--- config.mk ---
export PLATFORM = sky130hd
export DESIGN_NAME = lii_wh_alloc
export DESIGN_NICKNAME = d
export VERILOG_FILES = /design/src/rtl/lii_wh_alloc.sv
export SDC_FILE = /design/constraint.sdc
export NUM_CORES = 1
export LEC_CHECK = 0
export BUFFER_PORTS_ARGS = -buffer_cell sky130_fd_sc_hd__buf_2
export CORE_ASPECT_RATIO = 1.1
export CORE_MARGIN = 4
export CORE_UTILIZATION = 28
export CTS_CLUSTER_SIZE = 28
export DETAILED_ROUTE_END_ITERATION = 7
export PLACE_DENSITY = 0.78
export SYNTH_ARGS = -nofsm -noshare
export SYNTH_HDL_FRONTEND = slang
export SYNTH_SLANG_ARGS = --single-unit
--- constraint.sdc ---
create_clock -name clk -period 2.15 [get_ports clk]
set_input_delay 0.645 -clock clk [delete_from_list [all_inputs] [get_ports clk]]
set_output_delay 0.645 -clock clk [all_outputs]
set_load 0.01 [all_outputs]
--- src/rtl/lii_wh_alloc.sv ---
// Wormhole output-port allocator: round-robin pick at packet boundaries, grant held until tail.
// Optional watchdog force-release is enabled by defining LII_WH_ALLOC_WDOG_EN.
module lii_wh_alloc #(
  parameter int N   = 4,
  parameter int DW  = 32,
  parameter int TMO = 256
) (
  input  logic            clk,
  input  logic            rstn,
  input  logic [N-1:0]    in_valid,
  input  logic [N*DW-1:0] in_data,
  input  logic [N-1:0]    in_last,
  output logic [N-1:0]    in_ready,
  output logic            out_valid,
  output logic [DW-1:0]   out_data,
  output logic            out_last,
  input  logic            out_ready,
  output logic [N-1:0]    owner,
  output logic            busy,
  output logic            err
);

  localparam int PW = (N > 1) ? $clog2(N) : 1;

  typedef enum logic {
    S_IDLE = 1'b0,
    S_LOCK = 1'b1
  } state_e;

  state_e        state_q, state_d;
  logic [PW-1:0] ptr_q, ptr_d;
  logic [PW-1:0] oidx_q, oidx_d;
  logic [N-1:0]  owner_q, owner_d;

  logic [2*N-1:0] req_dbl;
  logic [N-1:0]   req_rot;
  logic [PW-1:0]  win_off;
  logic [PW:0]    win_sum;
  logic [PW-1:0]  win_idx;
  logic           win_any;
  logic [PW-1:0]  ptr_inc;
  logic           xfer;
  logic           tail_xfer;
  logic           tmo;

  if (N < 1 || TMO < 2) begin : g_param_chk
    $error("lii_wh_alloc: N must be >= 1 and TMO >= 2");
  end

  // Rotate requests so bit 0 is the input at ptr; lowest set bit wins.
  assign req_dbl = {in_valid, in_valid} >> ptr_q;
  assign req_rot = req_dbl[N-1:0];

  always_comb begin
    win_off = '0;
    win_any = 1'b0;
    for (int k = N - 1; k >= 0; k--) begin
      if (req_rot[k]) begin
        win_off = PW'(k);
        win_any = 1'b1;
      end
    end
  end

  always_comb begin
    win_sum = {1'b0, ptr_q} + {1'b0, win_off};
    if (win_sum >= (PW + 1)'(N)) begin
      win_idx = PW'(win_sum - (PW + 1)'(N));
    end else begin
      win_idx = win_sum[PW-1:0];
    end
  end

  assign ptr_inc = (oidx_q == PW'(N - 1)) ? '0 : oidx_q + 1'b1;

  // owner_q is all-zero in IDLE, so the AND-OR mux quiets every output there.
  always_comb begin
    out_data = '0;
    for (int i = 0; i < N; i++) begin
      if (owner_q[i]) begin
        out_data = out_data | in_data[i*DW +: DW];
      end
    end
  end

  for (genvar gi = 0; gi < N; gi++) begin : g_ready
    assign in_ready[gi] = owner_q[gi] & out_ready;
  end

  assign out_valid = |(owner_q & in_valid);
  assign out_last  = |(owner_q & in_last);
  assign owner     = owner_q;
  assign busy      = (state_q == S_LOCK);
  assign xfer      = out_valid & out_ready;
  assign tail_xfer = xfer & out_last;

`ifdef LII_WH_ALLOC_WDOG_EN
  localparam int CW = $clog2(TMO);

  logic [CW-1:0] cnt_q, cnt_d;
  logic          err_q, err_d;

  // A transfer on the timeout cycle wins over the force-release.
  assign tmo = busy & ~xfer & (cnt_q == CW'(TMO - 1));

  always_comb begin
    cnt_d = cnt_q + 1'b1;
    if (!busy || xfer || tmo) begin
      cnt_d = '0;
    end
    err_d = err_q | tmo;
  end

  always_ff @(posedge clk) begin
    if (!rstn) begin
      cnt_q <= '0;
      err_q <= 1'b0;
    end else begin
      cnt_q <= cnt_d;
      err_q <= err_d;
    end
  end

  assign err = err_q;
`else
  assign tmo = 1'b0;
  assign err = 1'b0;
`endif

  always_comb begin
    state_d = state_q;
    ptr_d   = ptr_q;
    oidx_d  = oidx_q;
    owner_d = owner_q;
    unique case (state_q)
      S_IDLE: begin
        if (win_any) begin
          state_d = S_LOCK;
          oidx_d  = win_idx;
          owner_d = N'(1) << win_idx;
        end
      end
      S_LOCK: begin
        if (tail_xfer || tmo) begin
          state_d = S_IDLE;
          owner_d = '0;
          ptr_d   = ptr_inc;
        end
      end
      default: begin
        state_d = S_IDLE;
        owner_d = '0;
      end
    endcase
  end

  always_ff @(posedge clk) begin
    if (!rstn) begin
      state_q <= S_IDLE;
      ptr_q   <= '0;
      oidx_q  <= '0;
      owner_q <= '0;
    end else begin
      state_q <= state_d;
      ptr_q   <= ptr_d;
      oidx_q  <= oidx_d;
      owner_q <= owner_d;
    end
  end

endmodule
## Word-level counts from Yosys, hierarchy flattened

Cells that the tools add are included.

- Bits in registers: 9

- Add/subtract/negate cells: 3
- $lt $le $gt $ge: 1
- Equality and inequality tests: 3
- Shifts and indexed selects: 2
- Mux-type cells: 20
- Bitwise logic cells: 12
- Reduce and logical (&&, ||, !) cells: 5

Operators with widths:

| cell | count |
|---|---|
| two-way mux 32 bit | 4 |
| OR 32 bit | 3 |
| two-way mux 2 bit | 6 |
| bitwise AND 4 bit | 2 |
| two-way mux 4 bit | 2 |
| one-hot mux 4 bit (2 select lines) | 1 |
| OR reduction 4 bit | 2 |
| right shift 8 x 2 -> 4 bit | 1 |
| bitwise AND 1 bit | 6 |
| two-way mux 1 bit | 6 |
| AND reduction 2 bit | 3 |
| left shift 1 x 2 -> 4 bit, first input constant | 1 |
| adder 2 x 2 -> 3 bit | 1 |
| >= comparator 3 bit, second input constant | 1 |
| adder 2 x 1 -> 2 bit, second input constant | 1 |
| == test 2 bit, second input constant | 1 |
| != test 2 x 1 -> 1 bit, second input constant | 1 |
| != test 2 bit, second input constant | 1 |
| one-hot mux 1 bit (2 select lines) | 1 |
| subtractor 2 x 1 -> 2 bit, second input constant | 1 |
| NOT 1 bit | 1 |

## Depth between registers and ports, before layout

Gate-level depths: netlist (run 1).

- Depth after elaboration: 11
- Mapped depth: 8
- Gate-level depth less buffers: 8

## Least setup slack after synthesis (run 1)

Ideal clock, no wire load.

- Path kind: in2reg
- Start point: input port in_valid[2]
- End point: register owner_q[0] (netlist: owner[0])
- Setup time: 0.117 ns
- Data arrival time: 1.977 ns
- Data required time: 2.033 ns
- Slack: 0.056 ns
- Stages on the path: 7
- Path buffers: 1
- Cell sequence: buf_6 -> or4_1 -> o211ai_1 -> ha_1 -> xnor2_1 -> xnor2_2 -> a22o_1

- Longest elaborated chain between the ends: 11

RTL lines:

| item | RTL line | source |
|---|---|---|
| start, declared | 10 | `input logic [N-1:0] in_valid,` |
| right shift 8 x 2 -> 4 bit | 51 | `assign req_dbl = {in_valid, in_valid} >> ptr_q;` |
| two-way mux 2 bit (4 in a row) | 58 | `if (req_rot[k]) begin` |
| adder 2 x 2 -> 3 bit | 66 | `win_sum = {1'b0, ptr_q} + {1'b0, win_off};` |
| >= comparator 3 bit or subtractor 2 x 1 -> 2 bit (tied branches) | 67, 68 |  |
| two-way mux 2 bit | 67 | `if (win_sum >= (PW + 1)'(N)) begin` |
| left shift 1 x 2 -> 4 bit | 140 | `owner_d = N'(1) << win_idx;` |
| two-way mux 4 bit | 137 | `if (win_any) begin` |
| one-hot mux 4 bit (2 select lines) | 135 | `unique case (state_q)` |
| end signal, assigned | 167 | `owner_q <= owner_d;` |
| end, declared | 33 | `logic [N-1:0] owner_q, owner_d;` |

Several ways; a longest one is shown, not always the timed one. The select of a mux whose other input is x is not followed.
A chain may end at the register's enable or synchronous reset.

## Final worst setup path (run 1)

- Start point: input port in_valid[2]
- End point: output port out_valid

- Longest elaborated chain between the ends: 2

RTL lines:

| item | RTL line | source |
|---|---|---|
| bitwise AND 4 bit | 90 | `assign out_valid = \|(owner_q & in_valid);` |
| OR reduction 4 bit | 90 |  |
| end, declared | 14 | `output logic out_valid,` |

Every way passes these cells.

==> results of run 1 <==
[final timing paths]
kind | start | end | slack (ns) | cells past startpoint
worst min-delay path | busy | busy | 0.49 | 2
worst min register to register | busy | busy | 0.49 | 2
worst max-delay path | in_valid[2] | out_valid | 0.1 | 5
worst max register to register | ptr_q[0] | owner[0] | 0.34 | 6
[sequential cells by signal (all words and copies together), names as in the netlist]
name,count
ptr_q,2
oidx_q,2
owner,4
busy,1
[metal layers]
metal | track usage [%] | vias up | share of wire, %
li1 | - | 1072 | -
met1 | 23.6 | 956 | 37
met2 | 35.4 | 129 | 50
met3 | 4.91 | 16 | 10
met4 | 8.30 | 0 | 2.4
met5 | 0 | - | 0
[worst reg2reg max path, stage by stage, from the launching register on]
cell,delay (ns)
dfxtp_1,0.35
or4_1,0.54
o211ai_1,0.11
ha_1,0.19
xnor2_1,0.16
xnor2_2,0.13
a22o_1,0.22
[per-stage QoR]
| stage | setup TNS [ns] | util (%) | total power, mW |
|---|---|---|---|
| 3_5_place_dp | -0.166 | 51.9 | 0.617 |
| 5_1_grt | 0 | 52.9 | 0.877 |
| 3_3_place_gp | -0.0475 | 51.9 | 0.608 |
| 2_1_floorplan | 0 | - | 0.378 |
| 6_report | 0 | 52.9 | 0.811 |
| 4_1_cts | 0 | 52.9 | 0.820 |
[final cells by class]
cell class              instances  area (um^2)
clock buffers                   4         45.0
flip-flops and latches          9          180
well taps                      54         67.6
fillers                       430         2080
repair buffers                194         1020
inverters                       3         11.3
multi-input cells             153         1010
[Yosys cell counts (2+ instances only)]
master	count	area [um^2]
a21oi_1	2	10.0
a22o_1	2	17.5
a22oi_1	68	510
and2_1	4	25.0
buf_2	5	25.0
buf_6	2	22.5
clkbuf_1	12	45.0
dfxtp_1	9	180
ha_1	2	25.0
inv_1	3	11.3
mux2i_1	2	20.0
nand2_1	36	135
nand2b_1	2	12.5
nand3_1	2	10.0
nor2_1	8	30.0
nor2b_1	2	12.5
o211ai_1	2	15.0
o2bb2ai_1	2	17.5
[kinds of logic (layout without fill, tap and decap cells)]
group           count (synthesis)  count (layout)  synth area share [%]
compound gates                 83              83                  49.3
xor+xnor                        2               2                  1.92
fa+ha+maj                       2               2                  1.92
buf+inv                        23             201                  8.53
flops                           9               9                  13.8
mux                             2               2                  1.53
other cells                     1               1                 0.287
simple gates                   63              63                  22.7
[report_power, final]
part	switching [mW]	internal (mW)	leakage (nW)
sequential	0.00911	0.176	0.0737
clock	0.0681	0.129	0.0228
combinational	0.211	0.217	1.28
total	0.288	0.522	1.37
==> metrics.txt, run 1 <==
CTS tree=built; setup ws final=0.0986 ns; crit path DAT=1.41 ns; Synth Instances=185; clk sinks=9; pin count of the biggest net entering global routing=38; GP Congestion=0.740; fin area=0.00233 mm^2; chip height=79.6 um; hold buffers post-CTS=0; vias in the first global route=2204; Worst-Skew Late Latency=0.23 ns; critical path startpoint category=primary input; Finished Layout Cells=417; CTS Root Cell=clkbuf_8; Final Max Tran Viols=0; share of layout cells above drive strength 1=55.9%; Num CTS Buffers=3; asr flop ratio synth=0%; Critical Path RT=1.50 ns; YS warnings=0; Place WS=-0.0668 ns; CP top delay family=buffers and inverters; CTS clk-pin slew, worst paths=0.04 ns; Placed Instances=413; Avg Vias per Cell=5.21; post-CTS sizing=0; CP max FO=6; CP max-delay cell=a22oi_1; worst hold path class=reg -> reg; Worst Setup End Kind=output port; Post-CTS Setup Inserts=0; area of the mapped netlist=0.00131 mm^2; Worst Path Buf+Inv=3; # Max-Cap Violations=0; total gr overflow=0; initial drt markers=128; most frequent cells in the layout=buf_2, a22oi_1, nand2_1, buf_4, dfxtp_1; Final min period=2.05 ns; total track usage=20.5%; placed cell area=0.00229 mm^2; Die Area=0.00582 mm^2; Peak VDD IR=0.000166 V; Area Growth Syn to Fin=78.8%; I/O pins=183; sequential cell area fraction in the yosys report=13.8%; Power Density=347 mW/mm^2; CTS Buffer Depth=2; commonest non-fill, non-tap cell in the layout=buf_2; Syn Area/Cell=7.05 um^2; Critical Path Max Stage Delay=0.21 ns; Port Buffers=181; Clock Skew=0.00306 ns; number of synthesized flops with an enable pin=0; Final Hold Viols=0; CP Class=in -> out; Cell variety after synth=38; Die X-Extent=73.1 um; DR pass1 iterations=4; Final setup violation count=0; total wire length=6360 um; worst-path cell chain=buf_2, buf_4, a22oi_1, nand2_2, buf_2; drt wl/cell=15.2 um; first-pass GRT wire length=9740 um; Routed Antenna Nets=0; hold_ws=0.491 ns; Crit path top cell by count=buf_2; core box area=0.00441 mm^2; Rows=25; H-Tree Depth=1; Mapped Nets=326; Max Fclk=0.487 GHz; Lkg Pwr=1.37 nW; synthesized flop and latch total=9; DRC=0; status=completed; initial antenna violation count=0; Ant. Diodes=0; Final #Nets=505; RSZ-0062 raised after global routing=false; crit share post-route=95.4%; Initial Utilization=29.6%; prevailing post-synth register cell=dfxtp_1; HPWL after detailed placement=5260 um; Vias=2173
No activity file was read; power rests on OpenSTA's default activity.
==> run 2: changes to the inputs <==
--- a/config.mk
+++ b/config.mk
@@ -7,4 +7,5 @@
 export LEC_CHECK = 0
 export BUFFER_PORTS_ARGS = -buffer_cell sky130_fd_sc_hd__buf_2
+export CAP_MARGIN = 40
 export CORE_ASPECT_RATIO = 1.1
 export CORE_MARGIN = 4
@@ -12,4 +13,5 @@
 export CTS_CLUSTER_SIZE = 28
 export DETAILED_ROUTE_END_ITERATION = 7
+export GPL_TIMING_DRIVEN = 0
 export PLACE_DENSITY = 0.78
 export SYNTH_ARGS = -nofsm -noshare
==> constraint.sdc (replaced) <==
create_clock -name clk -period 2.15 [get_ports clk]
set_input_delay 0.215 -clock clk [delete_from_list [all_inputs] [get_ports clk]]
set_output_delay 0.215 -clock clk [all_outputs]
set_load 0.01 [all_outputs]
==> run 2 against run 1 <==
  * Total power shrank 1.5%
  * Largest cell class is now multi-input gates
  * Critical endpoint is now owner[1]
  * Cell area shrank 0.86%
  * Clock-buffer cell count stayed put
  * Critical path type is now reg -> reg
==> metrics.txt, run 2 (same netlist as run 1, synthesis figures left out) <==
CP Class=reg -> reg (was in -> out); most frequent cells in the layout=buf_2, a22oi_1, nand2_1, clkbuf_1, dfxtp_1 (was buf_2, a22oi_1, nand2_1, buf_4, dfxtp_1); pin count of the biggest net entering global routing=11 (was 38); CP max FO=10 (was 6); worst-path cell chain=buf_2, or4_1, o211ai_1, ha_1, xnor2_1, xnor2_2, a22o_1 (was buf_2, buf_4, a22oi_1, nand2_2, buf_2); total wire length=6410 um (was 6360 um); CTS clk-pin slew, worst paths=0.04 ns (about the same); chip height=79.6 um (unchanged); crit path DAT=2.07 ns (was 1.41 ns); CTS tree=built (unchanged); crit share post-route=90.7% (was 95.4%); worst hold stages=3 (was 2); share of layout cells above drive strength 1=53.3% (was 55.9%); Finished Layout Cells=422 (was 417); DR pass1 iterations=5 (was 4); Routed Antenna Nets=0 (unchanged); Placed Instances=418 (was 413); HPWL after detailed placement=5450 um (was 5260 um); Die X-Extent=73.1 um (unchanged); Rows=25 (unchanged); RSZ-0062 raised after global routing=false (unchanged); WP depth=7 (was 5); Peak VDD IR=0.000192 V (was 0.000166 V); initial antenna violation count=0 (unchanged); Final setup violation count=0 (unchanged); Die Area=0.00582 mm^2 (unchanged); Lkg Pwr=1.36 nW (was 1.37 nW); Worst-Skew Late Latency=0.23 ns (about the same); Final #Nets=510 (was 505); CTS Root Cell=clkbuf_8 (unchanged); Layout fillers=450 (was 430); Initial Utilization=29.6% (unchanged); Critical Path RT=2.27 ns (was 1.50 ns); Critical Path Max Stage Delay=0.53 ns (was 0.21 ns); max reg flops=4 (unchanged); Num CTS Buffers=3 (unchanged); DRC=0 (unchanged); total track usage=19.6% (was 20.5%); Port Buffers=179 (was 181); drt wl/cell=15.2 um (about the same); critical path startpoint category=flip-flop (was primary input); Area Growth Syn to Fin=77.3% (was 78.8%); Worst Setup End Kind=flip-flop (was output port); CTS Buffer Depth=2 (unchanged); Post-CTS Setup Inserts=0 (unchanged); # Max-Cap Violations=0 (unchanged); Max Fclk=0.513 GHz (was 0.487 GHz); post-CTS sizing=0 (unchanged); H-Tree Depth=1 (unchanged); commonest non-fill, non-tap cell in the layout=buf_2 (unchanged); Final Max Tran Viols=0 (unchanged); Vias=2190 (was 2173); first-pass GRT wire length=9190 um (was 9740 um); Clock Skew=0.00107 ns (was 0.00306 ns); CP max-delay cell=or4_1 (was a22oi_1); CP top delay family=simple AND/OR/NAND/NOR gates (was buffers and inverters); initial drt markers=134 (was 128); clk sinks=9 (unchanged); Final TNS setup=0 ns (unchanged); Final Hold Viols=0 (unchanged); I/O pins=183 (unchanged); Avg Vias per Cell=5.19 (was 5.21); GP Congestion=0.819 (was 0.740); Worst Path Buf+Inv=1 (was 3); R2R cell count=7 (was 6); Power Density=345 mW/mm^2 (was 347 mW/mm^2); worst hold path class=in -> reg (was reg -> reg); core box area=0.00441 mm^2 (unchanged); Final min period=1.95 ns (was 2.05 ns); hold buffers post-CTS=0 (unchanged); total gr overflow=0 (unchanged); status=completed (unchanged); Ant. Diodes=0 (unchanged); vias in the first global route=2045 (was 2204)
-- run 2: area by class of cell --
cell class	instances	area, um^2	area share [%]
multi-input combinational	153	1010	43.8
timing repair buffer	179	896	38.7
sequential	9	180	7.79
buffer	20	100	4.33
tap	54	67.6	2.92
clock buffer	4	45.0	1.95
inverter	3	11.3	0.487
-- run 2: metal layers --
layer  track usage (%)  part of all wire (%)  up-vias
met5                 0                     0        -
met3              2.77                   9.7        8
met1              23.2                    38      964
met2              35.9                    51      138
li1                  -                     -     1080
met4              5.54                   1.4        0
-- run 2: stage by stage --
step                      cell area, um^2  total power [mW]  hold slack (ns)  worst slack (ns)  utilization, %
after floorplan                      1310             0.378            0.331             0.334               -
after global placement               2270             0.603            0.465             0.236            51.4
after detailed placement             2270             0.610            0.472             0.206            51.4
after CTS                            2310             0.806            0.264             0.190            52.5
after global routing                 2310             0.861            0.296            0.0735            52.5
final                                2310             0.798            0.275             0.199            52.5
-- run 2: worst min-delay path: stages --
cell     delay (ns)
buf_2          0.14
nand2_1        0.06
a21oi_1        0.03
-- run 2: report_power, final --
part / internal (mW) / switching, mW / total [mW] / leakage, nW
clock network: 0.129 / 0.0626 / 0.191 / 0.0228
registers: 0.176 / 0.00477 / 0.180 / 0.0737
logic: 0.210 / 0.216 / 0.426 / 1.26
total: 0.515 / 0.284 / 0.798 / 1.36
-- run 2: final timing paths --
kind                            startpoint  endpoint  slack [ns]
worst min-delay path                  rstn      busy        0.28
worst max-delay path              ptr_q[0]  owner[1]        0.20
worst min register to register        busy      busy        0.47
worst max register to register    ptr_q[0]  owner[1]        0.20
==> run 3: changes to the inputs <==
==> constraint.sdc (replaced) <==
create_clock -name clk -period 2.15 [get_ports clk]
set_input_delay 0.5375 -clock clk [delete_from_list [all_inputs] [get_ports clk]]
set_output_delay 0.5375 -clock clk [all_outputs]
set_load 0.01 [all_outputs]
==> run 3 against run 2 <==
  * Critical path depth shrank 2
  * Final cell count did not move
  * Flip-flop and latch count is the same
  * Clock-buffer cell count unchanged
  * Via count unchanged
  * Critical path type is now reg -> out
  * Highest routed layer unchanged
==> metrics.txt, run 3 (same netlist as run 1, synthesis figures left out) <==
CP max-delay cell=dfxtp_1 (was or4_1); CP top delay family=buffers and inverters (was simple AND/OR/NAND/NOR gates); worst hold path endpoint=busy (unchanged); R2R cell count=7 (unchanged); Initial Utilization=29.6% (unchanged); I/O pins=183 (unchanged); met1 WL=2390 um (was 2440 um); Vias=2190 (unchanged); fin area=0.00233 mm^2 (was 0.00231 mm^2); HPWL after detailed placement=5450 um (unchanged); Final TNS setup=0 ns (unchanged); Rows=25 (unchanged); Num CTS Buffers=3 (unchanged); placed cell area=0.00227 mm^2 (unchanged); share of layout cells above drive strength 1=56.5% (was 53.3%); hold_ws=0.474 ns (was 0.275 ns); Worst Setup End Kind=output port (was flip-flop); initial drt markers=142 (was 134); Final Max Tran Viols=0 (unchanged); CTS Buffer Depth=2 (unchanged); total wire length=6390 um (was 6410 um); Routed Antenna Nets=0 (unchanged); CP max FO=10 (unchanged); RSZ-0062 raised after global routing=false (unchanged); pin count of the biggest net entering global routing=11 (unchanged); chip height=79.6 um (unchanged); Worst-Skew Late Latency=0.23 ns (about the same); commonest non-fill, non-tap cell in the layout=buf_2 (unchanged); CTS tree=built (unchanged); core box area=0.00441 mm^2 (unchanged); Critical Path Max Stage Delay=0.33 ns (was 0.53 ns); # Max-Cap Violations=0 (unchanged); drt wl/cell=15.1 um (was 15.2 um); Area Growth Syn to Fin=78.4% (was 77.3%); total track usage=19.6% (unchanged); clk sinks=9 (unchanged); Die X-Extent=73.1 um (unchanged); H-Tree Depth=1 (unchanged); worst hold path class=reg -> reg (was in -> reg); most frequent cells in the layout=buf_2, a22oi_1, nand2_1, clkbuf_2, dfxtp_1 (was buf_2, a22oi_1, nand2_1, clkbuf_1, dfxtp_1); GP Congestion=0.819 (unchanged); vias in the first global route=2045 (unchanged); Lkg Pwr=1.40 nW (was 1.36 nW); Worst R2R Start=ptr_q[0] (unchanged); status=completed (unchanged); Port Buffers=179 (unchanged); Finished Layout Cells=422 (unchanged); CP Class=reg -> out (was reg -> reg); Tot Pwr=0.801 mW (was 0.798 mW); total gr overflow=0 (unchanged); Final #Nets=510 (unchanged); WP depth=5 (was 7); FF-to-FF setup slack=0.20 ns (about the same); Ant. Diodes=0 (unchanged); Placed Instances=418 (unchanged); highest metal used=met4 (unchanged); CTS Root Cell=clkbuf_8 (unchanged); Peak VDD IR=0.000192 V (about the same); Clock Skew=0.000807 ns (was 0.00107 ns); first-pass GRT wire length=9190 um (unchanged); crit path DAT=1.44 ns (was 2.07 ns); min-delay src=busy (was rstn); worst-path cell chain=buf_2, clkbuf_2, a22oi_1, nand2_1, buf_2 (was buf_2, or4_1, o211ai_1, ha_1, xnor2_1, xnor2_2, a22o_1); reg-to-reg critical path endpoint=owner[1] (unchanged); Final min period=1.98 ns (was 1.95 ns); Avg Vias per Cell=5.19 (unchanged); initial antenna violation count=0 (unchanged); Power Density=344 mW/mm^2 (was 345 mW/mm^2); Die Area=0.00582 mm^2 (unchanged); CTS clk-pin slew, worst paths=0.04 ns (about the same); Critical Path RT=1.61 ns (was 2.27 ns); Crit path top cell by count=buf_2; Max Fclk=0.505 GHz (was 0.513 GHz); max reg flops=4 (unchanged); WL met2=3290 um (was 3260 um); Final Hold Viols=0 (unchanged); worst hold stages=2 (was 3); crit share post-route=92.2% (was 90.7%); DR pass1 iterations=5 (unchanged); critical path startpoint category=flip-flop (unchanged); Worst Path Buf+Inv=3 (was 1); DRC=0 (unchanged); routed wl met3=628 um (was 624 um); Final setup violation count=0 (unchanged)
run 3: metrics by stage:
stage / setup slack [ns] / util [%]
CTS: 0.0122 / 52.5
detailed placement: 0.0472 / 51.4
global route: 0.0714 / 52.8
finish: 0.168 / 52.8
floorplan: 0.164 / -
global placement: 0.0782 / 51.4
run 3: how the worst max path moves through the flow:
stage                 from           end  slack (ns)
2_1_floorplan  in_valid[2]      owner[0]        0.16
3_3_place_gp   in_valid[1]      owner[0]        0.08
3_5_place_dp   in_valid[1]      owner[1]        0.05
4_1_cts           owner[2]  out_data[15]        0.01
5_1_grt           owner[2]  out_data[15]        0.07
6_report          owner[2]  out_data[15]        0.17
run 3: where the power goes:
group	internal (mW)	leakage, nW	switching [mW]	total, mW
combinational	0.213	1.30	0.216	0.429
sequential	0.176	0.0737	0.00475	0.180
clock	0.129	0.0228	0.0624	0.191
run 3: worst min-delay path, delay by kind of cell (launching register included):
kind	cells	cell delay, ns
flops	1	0.33
buf+inv	1	0.06
compound gates	1	0.05
run 3: cell type report:
type                            count  area (um^2)
Buffer                             20          115
Clock buffer                        4         45.0
Fill cell                         450         2080
Inverter                            3         11.3
Multi-Input combinational cell    153         1010
Sequential cell                     9          180
Tap cell                           54         67.6
Timing Repair Buffer              179          896
run 3: per-layer routing:
metal / vias to the layer above / global-route usage (%)
met3: 8 / 2.77
met4: 0 / 5.54
met2: 126 / 35.9
met5: - / 0
li1: 1082 / -
met1: 974 / 23.2
run 3: timing repair:
item,in CTS,in global routing
setup buffers,0,0
endpoints found under the setup margin,0,30
gates resized for setup,0,24
hold buffers,0,0
